## src/rtl/centering_engine.sv

```systemverilog
// Two-pass per-channel mean removal: accumulate a frame, shift to mean,
// replay the frame and emit saturated x - mean. Option: CENTERING_ROUND_EN.
module centering_engine #(
  parameter int N_CH   = 4,
  parameter int DATA_W = 16,
  parameter int LOG2_N = 10
) (
  input  logic                     clk,
  input  logic                     rst_n,
  input  logic                     go,
  input  logic                     in_valid,
  output logic                     in_ready,
  input  logic [N_CH*DATA_W-1:0]   x_in,
  output logic                     out_valid,
  input  logic                     out_ready,
  output logic [N_CH*DATA_W-1:0]   x_out,
  output logic [N_CH*DATA_W-1:0]   mean_out,
  output logic                     pass2,
  output logic                     busy,
  output logic                     done
);

  localparam int ACC_W = DATA_W + LOG2_N;
`ifdef CENTERING_ROUND_EN
  localparam int AW = ACC_W + 1;
  localparam logic signed [AW-1:0] RND =
    AW'(2 ** (LOG2_N - 1));
`else
  localparam int AW = ACC_W;
`endif
  localparam int CW = LOG2_N + 1;
  localparam logic [CW-1:0] LAST =
    CW'((1 << LOG2_N) - 1);
  localparam logic [CW-1:0] FULL =
    CW'(1 << LOG2_N);

  typedef enum logic [1:0] {
    IDLE,
    ACCUM,
    MEAN,
    SUB
  } state_t;

  state_t state, state_nx;

  logic signed [AW-1:0]     acc     [N_CH];
  logic signed [AW-1:0]     ext     [N_CH];
  logic signed [DATA_W-1:0] mean_nx [N_CH];
  logic signed [DATA_W:0]   diff    [N_CH];
  logic signed [DATA_W-1:0] sub_nx  [N_CH];
  logic [CW-1:0]            cnt;
  logic [CW-1:0]            ocnt;
  logic                     in_hs;
  logic                     out_hs;

  assign in_hs  = in_valid & in_ready;
  assign out_hs = out_valid & out_ready;

  // Per-channel arithmetic: sign extension, mean, saturated difference
  always_comb begin
    for (int k = 0; k < N_CH; k++) begin
      ext[k] = AW'($signed(x_in[k*DATA_W +: DATA_W]));
`ifdef CENTERING_ROUND_EN
      mean_nx[k] = DATA_W'((acc[k] + RND) >>> LOG2_N);
`else
      mean_nx[k] = DATA_W'(acc[k] >>> LOG2_N);
`endif
      diff[k] =
        (DATA_W+1)'($signed(x_in[k*DATA_W +: DATA_W])) -
        (DATA_W+1)'($signed(mean_out[k*DATA_W +: DATA_W]));
      if (diff[k][DATA_W] != diff[k][DATA_W-1]) begin
        if (diff[k][DATA_W])
          sub_nx[k] = {1'b1, {(DATA_W-1){1'b0}}};
        else
          sub_nx[k] = {1'b0, {(DATA_W-1){1'b1}}};
      end else begin
        sub_nx[k] = diff[k][DATA_W-1:0];
      end
    end
  end

  // State register
  always_ff @(posedge clk or negedge rst_n) begin
    if (!rst_n) state <= IDLE;
    else        state <= state_nx;
  end

  // Next-state and handshake/status outputs
  always_comb begin
    state_nx = state;
    in_ready = 1'b0;
    pass2    = 1'b0;
    busy     = 1'b1;
    done     = 1'b0;
    case (state)
      IDLE: begin
        busy = 1'b0;
        if (go) state_nx = ACCUM;
      end
      ACCUM: begin
        in_ready = 1'b1;
        if (in_valid && cnt == LAST) state_nx = MEAN;
      end
      MEAN: begin
        state_nx = SUB;
      end
      SUB: begin
        pass2    = 1'b1;
        in_ready = (out_ready | ~out_valid) & (cnt != FULL);
        if (out_hs && ocnt == LAST) begin
          done     = 1'b1;
          state_nx = IDLE;
        end
      end
      default: state_nx = IDLE;
    endcase
  end

  // Accumulators, counters, mean and output registers
  always_ff @(posedge clk or negedge rst_n) begin
    if (!rst_n) begin
      for (int k = 0; k < N_CH; k++) acc[k] <= '0;
      cnt       <= '0;
      ocnt      <= '0;
      mean_out  <= '0;
      x_out     <= '0;
      out_valid <= 1'b0;
    end else begin
      case (state)
        IDLE: begin
          if (go) begin
            for (int k = 0; k < N_CH; k++) acc[k] <= '0;
            cnt  <= '0;
            ocnt <= '0;
          end
        end
        ACCUM: begin
          if (in_hs) begin
            for (int k = 0; k < N_CH; k++)
              acc[k] <= acc[k] + ext[k];
            cnt <= cnt + 1'b1;
          end
        end
        MEAN: begin
          for (int k = 0; k < N_CH; k++)
            mean_out[k*DATA_W +: DATA_W] <= mean_nx[k];
          cnt  <= '0;
          ocnt <= '0;
        end
        SUB: begin
          if (in_hs) begin
            for (int k = 0; k < N_CH; k++)
              x_out[k*DATA_W +: DATA_W] <= sub_nx[k];
            cnt       <= cnt + 1'b1;
            out_valid <= 1'b1;
          end else if (out_hs) begin
            out_valid <= 1'b0;
          end
          if (out_hs) ocnt <= ocnt + 1'b1;
        end
        default: begin
          out_valid <= 1'b0;
        end
      endcase
    end
  end

endmodule

```

## config.mk

```make
export PLATFORM = sky130hd
export DESIGN_NAME = centering_engine
export DESIGN_NICKNAME = d
export VERILOG_FILES = /design/src/rtl/centering_engine.sv
export SDC_FILE = /design/constraint.sdc
export NUM_CORES = 1
export LEC_CHECK = 0
export BUFFER_PORTS_ARGS = -buffer_cell sky130_fd_sc_hd__buf_4
export CAP_MARGIN = 20
export CORE_MARGIN = 5
export CORE_UTILIZATION = 60
export DETAILED_ROUTE_END_ITERATION = 12
export PLACE_DENSITY_LB_ADDON = 0.2
export SYNTH_ARGS = -nofsm -noshare
export SYNTH_HDL_FRONTEND = slang
export SYNTH_SLANG_ARGS = --single-unit
export TNS_END_PERCENT = 20
```

## constraint.sdc

```tcl
create_clock -name clk -period 3.8 [get_ports clk]
set_input_delay 0.19 -clock clk [delete_from_list [all_inputs] [get_ports clk]]
set_output_delay 0.19 -clock clk [all_outputs]
set_load 0.005 [all_outputs]
```

**Word level (Yosys, flattened, before mapping)**

Index checks and enable logic that the tools add are counted.

- Memories kept: 0
- Bits of input ports: 69
- Bits in latches: 0
- ROM bits: 0
- Memory bits (writable): 0
- Register bits after elaboration: 257
- Word-level logic and storage cells: 81
- Output and inout port bits: 133

- Order comparisons: 0
- Muxes and demuxes: 27
- $mul: 0
- Equality and inequality tests: 16
- Bitwise logic cells: 5
- Reductions and logical operators: 13
- Shifts and indexed selects: 0
- Add/subtract/negate cells: 10
- Div/mod/pow operators: 0

Operators with widths:

| operator | count |
|---|---|
| $mux W104 | 2 |
| $pmux W104 S2 | 1 |
| $mux W16 | 8 |
| $add A26 B16 Y26 | 4 |
| $sub A16 B16 Y17 | 4 |
| $pmux W11 S3 | 2 |
| $mux W11 | 3 |
| $add A11 B1 Y11 const B | 2 |
| $eq A11 B10 Y1 const B | 2 |
| $ne A11 B11 Y1 const B | 1 |
| $ne A2 B2 Y1 const B | 5 |
| $reduce_and A3 Y1 | 3 |
| $pmux W2 S4 | 1 |
| $mux W1 | 6 |
| $mux W2 | 3 |
| $reduce_and A2 Y1 | 3 |
| $eq A2 B2 Y1 const B | 2 |
| $ne A1 B1 Y1 | 4 |
| $reduce_bool A2 Y1 | 2 |
| $and A1 B1 Y1 | 3 |
| $reduce_bool A3 Y1 | 1 |
| $eq A2 B1 Y1 const B | 1 |
| $logic_and A1 B1 Y1 | 2 |
| $logic_not A2 Y1 | 1 |
| 5 further kinds | 5 |

**Depth between registers and ports, before layout**

- Depth in word-level cells: 7
- Depth in mapped cells: 13
- Depth with buffers taken out: 12

**Worst setup path after synthesis**

OpenSTA, ideal clock, no wires.

- Path type: register to register
- Start point: register acc[52] (netlist name)
- End point: register acc[76] (netlist name)
- Library setup time: 138 ps
- Setup slack: 867 ps
- Buffers on the path: 0
- Arrival: 2,795 ps
- Cell stages (with the launch flop): 11
- Data required time: 3,662 ps
- Path through: dfrtp_1 -> ha_1 -> fa_1 -> a21o_1 -> a21o_1 -> a2111oi_0 -> o31a_1 -> a21oi_1 -> a221oi_1 -> mux2i_1 -> o311ai_1

- Word-level cells in the longest chain between the ends: 3

Ends and longest elaborated chain:

| element | line | text |
|---|---|---|
| start, declared | 46 | `logic signed [AW-1:0] acc [N_CH];` |
| start signal, assigned by index | 140 | `acc[k] <= acc[k] + ext[k];` |
| $add A26 B16 Y26 | 140 |  |
| $mux W104 | 138 | `if (in_hs) begin` |
| $pmux W104 S2 | 129 | `case (state)` |

No other way between the ends. The select of a mux whose other input is x is not followed.
A chain may end at the register's enable or synchronous reset.

**Worst setup path in the final report**

Ends and elaborated chain as after synthesis.

==> qor.yml <==
status:
  status: "completed"
grt:
  grt_max_degree: 107
  grt_overflow_total: 0
  antenna_found_initial: 0
  grtUsageTotal_pct: 27.6
  grt_pass1_vias: 15900
  grt_pass1_wl_microns: 78800
drt:
  via_per_inst: 6.04
  drc: 0
  vias: 16200
  post_drt_wl_per_cell_microns: 17.8
  dr.pass1.iters: 7
  drt-total-wl_microns: 47700
  drtAntennaViolNets: 0
  dr.first_iter.drc_count: 1106
cts:
  cts_setup_buffers: 0
  cts_made_buffers: 30
  cts_max_level: 1
  clockBufferDepth: 3
  cts.sinks: 257
  cts_resized: 0
  cts_tree: "yes"
  path_clk_slew_ns: 0.06
  cts_root_buf: "clkbuf_16"
  clock_latency_ns: 0.55
finish:
  finalNetCount: 2512
  syn_to_final_growth_pct: 17.1
  drive_above_1_share_pct: 13.6
  fillers: 2326
  stdcell_count: 2677
  diodes: 0
  stdcell_area_sq_um: 21200
place:
  post-place-ws_ns: 0.555
  dpl-instance-area_sq_um: 20000
  place_congestion: 0.925
  place_hpwl_microns: 34900
  portBuffers: 201
  dp_cells: 2616
floorplanning:
  die_width_microns: 184
  dieArea_sq_um: 33700
  start_util_pct: 60.9
  core_sq_um: 29700
  fp.dieH_microns: 184
  ioPinCount: 202
  rows: 63
sta:
  rsz0062_at_grt: "false"
  layout_min_cycle_time_ns: 3.28
  fmax_mhz: 305
  tns_ns: 0
  hold_slack_ns: 0.0181
  worst_pin_slew_ns: 1.05
  post-route-period-util_pct: 86.3
  setup_viol: 0
  hold_viol: 0
  fin_skew_ns: 0.00972
  maxSlewViolCount: 0
  slew_headroom_pct: 29.8
  fin_ws_ns: 0.522
logic_synthesis:
  synth_top_cell_by_area: "dfrtp_1"
  ys_top_cells_by_count: "281 x nand2_1, 257 x dfrtp_1, 172 x ha_1, 156 x o21ai_0, 136 x a21oi_1"
  netlist_instances: 2078
  synthSimpleGateAreaFrac_pct: 15.7
  netlist_area_sq_um: 18100
  synth_compound_area_share_pct: 24.4
  synthTopCellsByArea: "dfrtp_1 36%, ha_1 12%, nand2_1 5.8%, o21ai_0 4.3%, a21oi_1 3.8%"
  synth_xor_area_share_pct: 6.05
  yosysMostFrequentCell: "nand2_1"
  yosysWarnings: 0
  syn_avg_cell_area_sq_um: 8.70
  synth_top_family_by_area: "compound AO/OA/AOI/OAI gates"
  synth_top_area_share_pct: 35.6
  synth_edf_count: 0
  synth_fa_ha_area_share_pct: 12.8
  synthArstFlopShare_pct: 100
  synth.distinct_cells: 80
  synth-seq-area-share_pct: 35.6
  muxShareOfSynthArea_pct: 1.20
  synth_seq_cells: 257
  synth_nets: 2327
  synthFlopType: "dfrtp_1"
setup_path:
  end_kind: "flop"
  path_class: "flop to flop"
  cp_data_required_time_ns: 4.21
  start_kind: "flop"
  arrival_ns: 3.68
  worstPathMaxFanout: 6
run:
  max_cap_viol_count: 0
pwr:
  powerDensity_nw_per_um2: 590
  ir_drop_mv: 0.478
  power.leakage_uw: 0.00997
worst_hold_path:
  hold_path.class: "input port to flop"
-- layout make-up --
type | instances | area [sq um] | area share [%]
Multi-Input combinational cell | 1619 | 10900 | 51.6
Sequential cell | 257 | 6430 | 30.4
Tap cell | 390 | 488 | 2.30
Clock buffer | 39 | 836 | 3.95
Clock inverter | 17 | 251 | 1.19
Inverter | 124 | 465 | 2.20
Timing Repair Buffer | 231 | 1780 | 8.40
-- path summary, 6_finish.rpt --
path	start	endpoint	slack [ns]	cells after the start
worst max-delay path	acc[52]	acc[76]	0.52	10
worst min-delay path	x_in[48]	acc[0]	0.02	3
worst max register to register	acc[52]	acc[76]	0.52	10
worst min register to register	acc[6]	acc[6]	0.48	2
max in group asynchronous	rst_n	acc[42]	2.55	3
min in group asynchronous	rst_n	acc[26]	0.26	2
-- routing by layer --
layer | part of all wire (%) | wire length, microns | up-vias | GRT usage (%)
met5 | 0 | 0 | - | 0
met4 | 2.3 | 1090 | 0 | 6.11
met3 | 6.1 | 2890 | 79 | 3.86
met2 | 47 | 22600 | 490 | 46.5
met1 | 44 | 21100 | 7723 | 38.4
li1 | - | - | 7877 | -
-- through the flow --
| step | power, uW | utilization, % |
|---|---|---|
| floorplan | 8080 | - |
| global placement | 9040 | 67.4 |
| detailed placement | 9250 | 67.4 |
| CTS | 12500 | 71.3 |
| global route | 13400 | 71.3 |
| finish | 12500 | 71.3 |
-- flip-flops by register name (all words and copies together), names as in the netlist --
register / count
out_valid: 1
ocnt: 11
x_out: 64
state: 2
mean_out: 64
acc: 104
cnt: 11
-- cells by family after synthesis --
logic type / Yosys count
adder cells (fa/ha/maj): 181
XOR/XNOR: 125
multiplexers: 21
buffers and inverters: 202
flip-flops: 257
AND/OR/NAND/NOR: 615
AO/OA/AOI/OAI: 677
-- what timing repair did --
item | 4_1_cts | 5_1_grt
hold endpoints to repair | 105 | 0
hold buffers | 5 | 0
endpoints found under the setup margin | 0 | 0
-- layout by cell type (no fill, tap or decap), types with 16 or more instances in the layout --
cell,instances
dfrtp_1,257
nor3_1,21
a31oi_1,22
clkbuf_16,31
o21a_1,31
and3_1,29
a21oi_1,136
nor2b_1,17
a22o_1,16
nand2_1,280
nand3_1,44
o21ai_1,75
nand2b_1,17
xor2_1,58
o31ai_1,26
nor2_1,120
ha_1,171
nand4_1,16
xnor2_1,67
inv_1,124
o21ai_0,156
a211oi_1,16
buf_4,223
a21o_1,55
-- power by group --
part | total, uW | leakage [uW] | internal (uW) | switching, uW
logic | 5520 | 0.00606 | 2450 | 3070
clock network | 3160 | 0.000530 | 1960 | 1210
registers | 3810 | 0.00338 | 3320 | 491
-- worst max-delay path: stages, from the launching register on --
cell       delay (ns)
dfrtp_1          0.38
ha_1             0.21
fa_1             0.40
a21o_1           0.19
a21o_1           0.20
a2111oi_0        0.58
o31a_1           0.28
a21oi_1          0.20
a221oi_1         0.34
mux2i_1          0.23
o311ai_1         0.11
No activity file was read; power rests on OpenSTA's default activity.
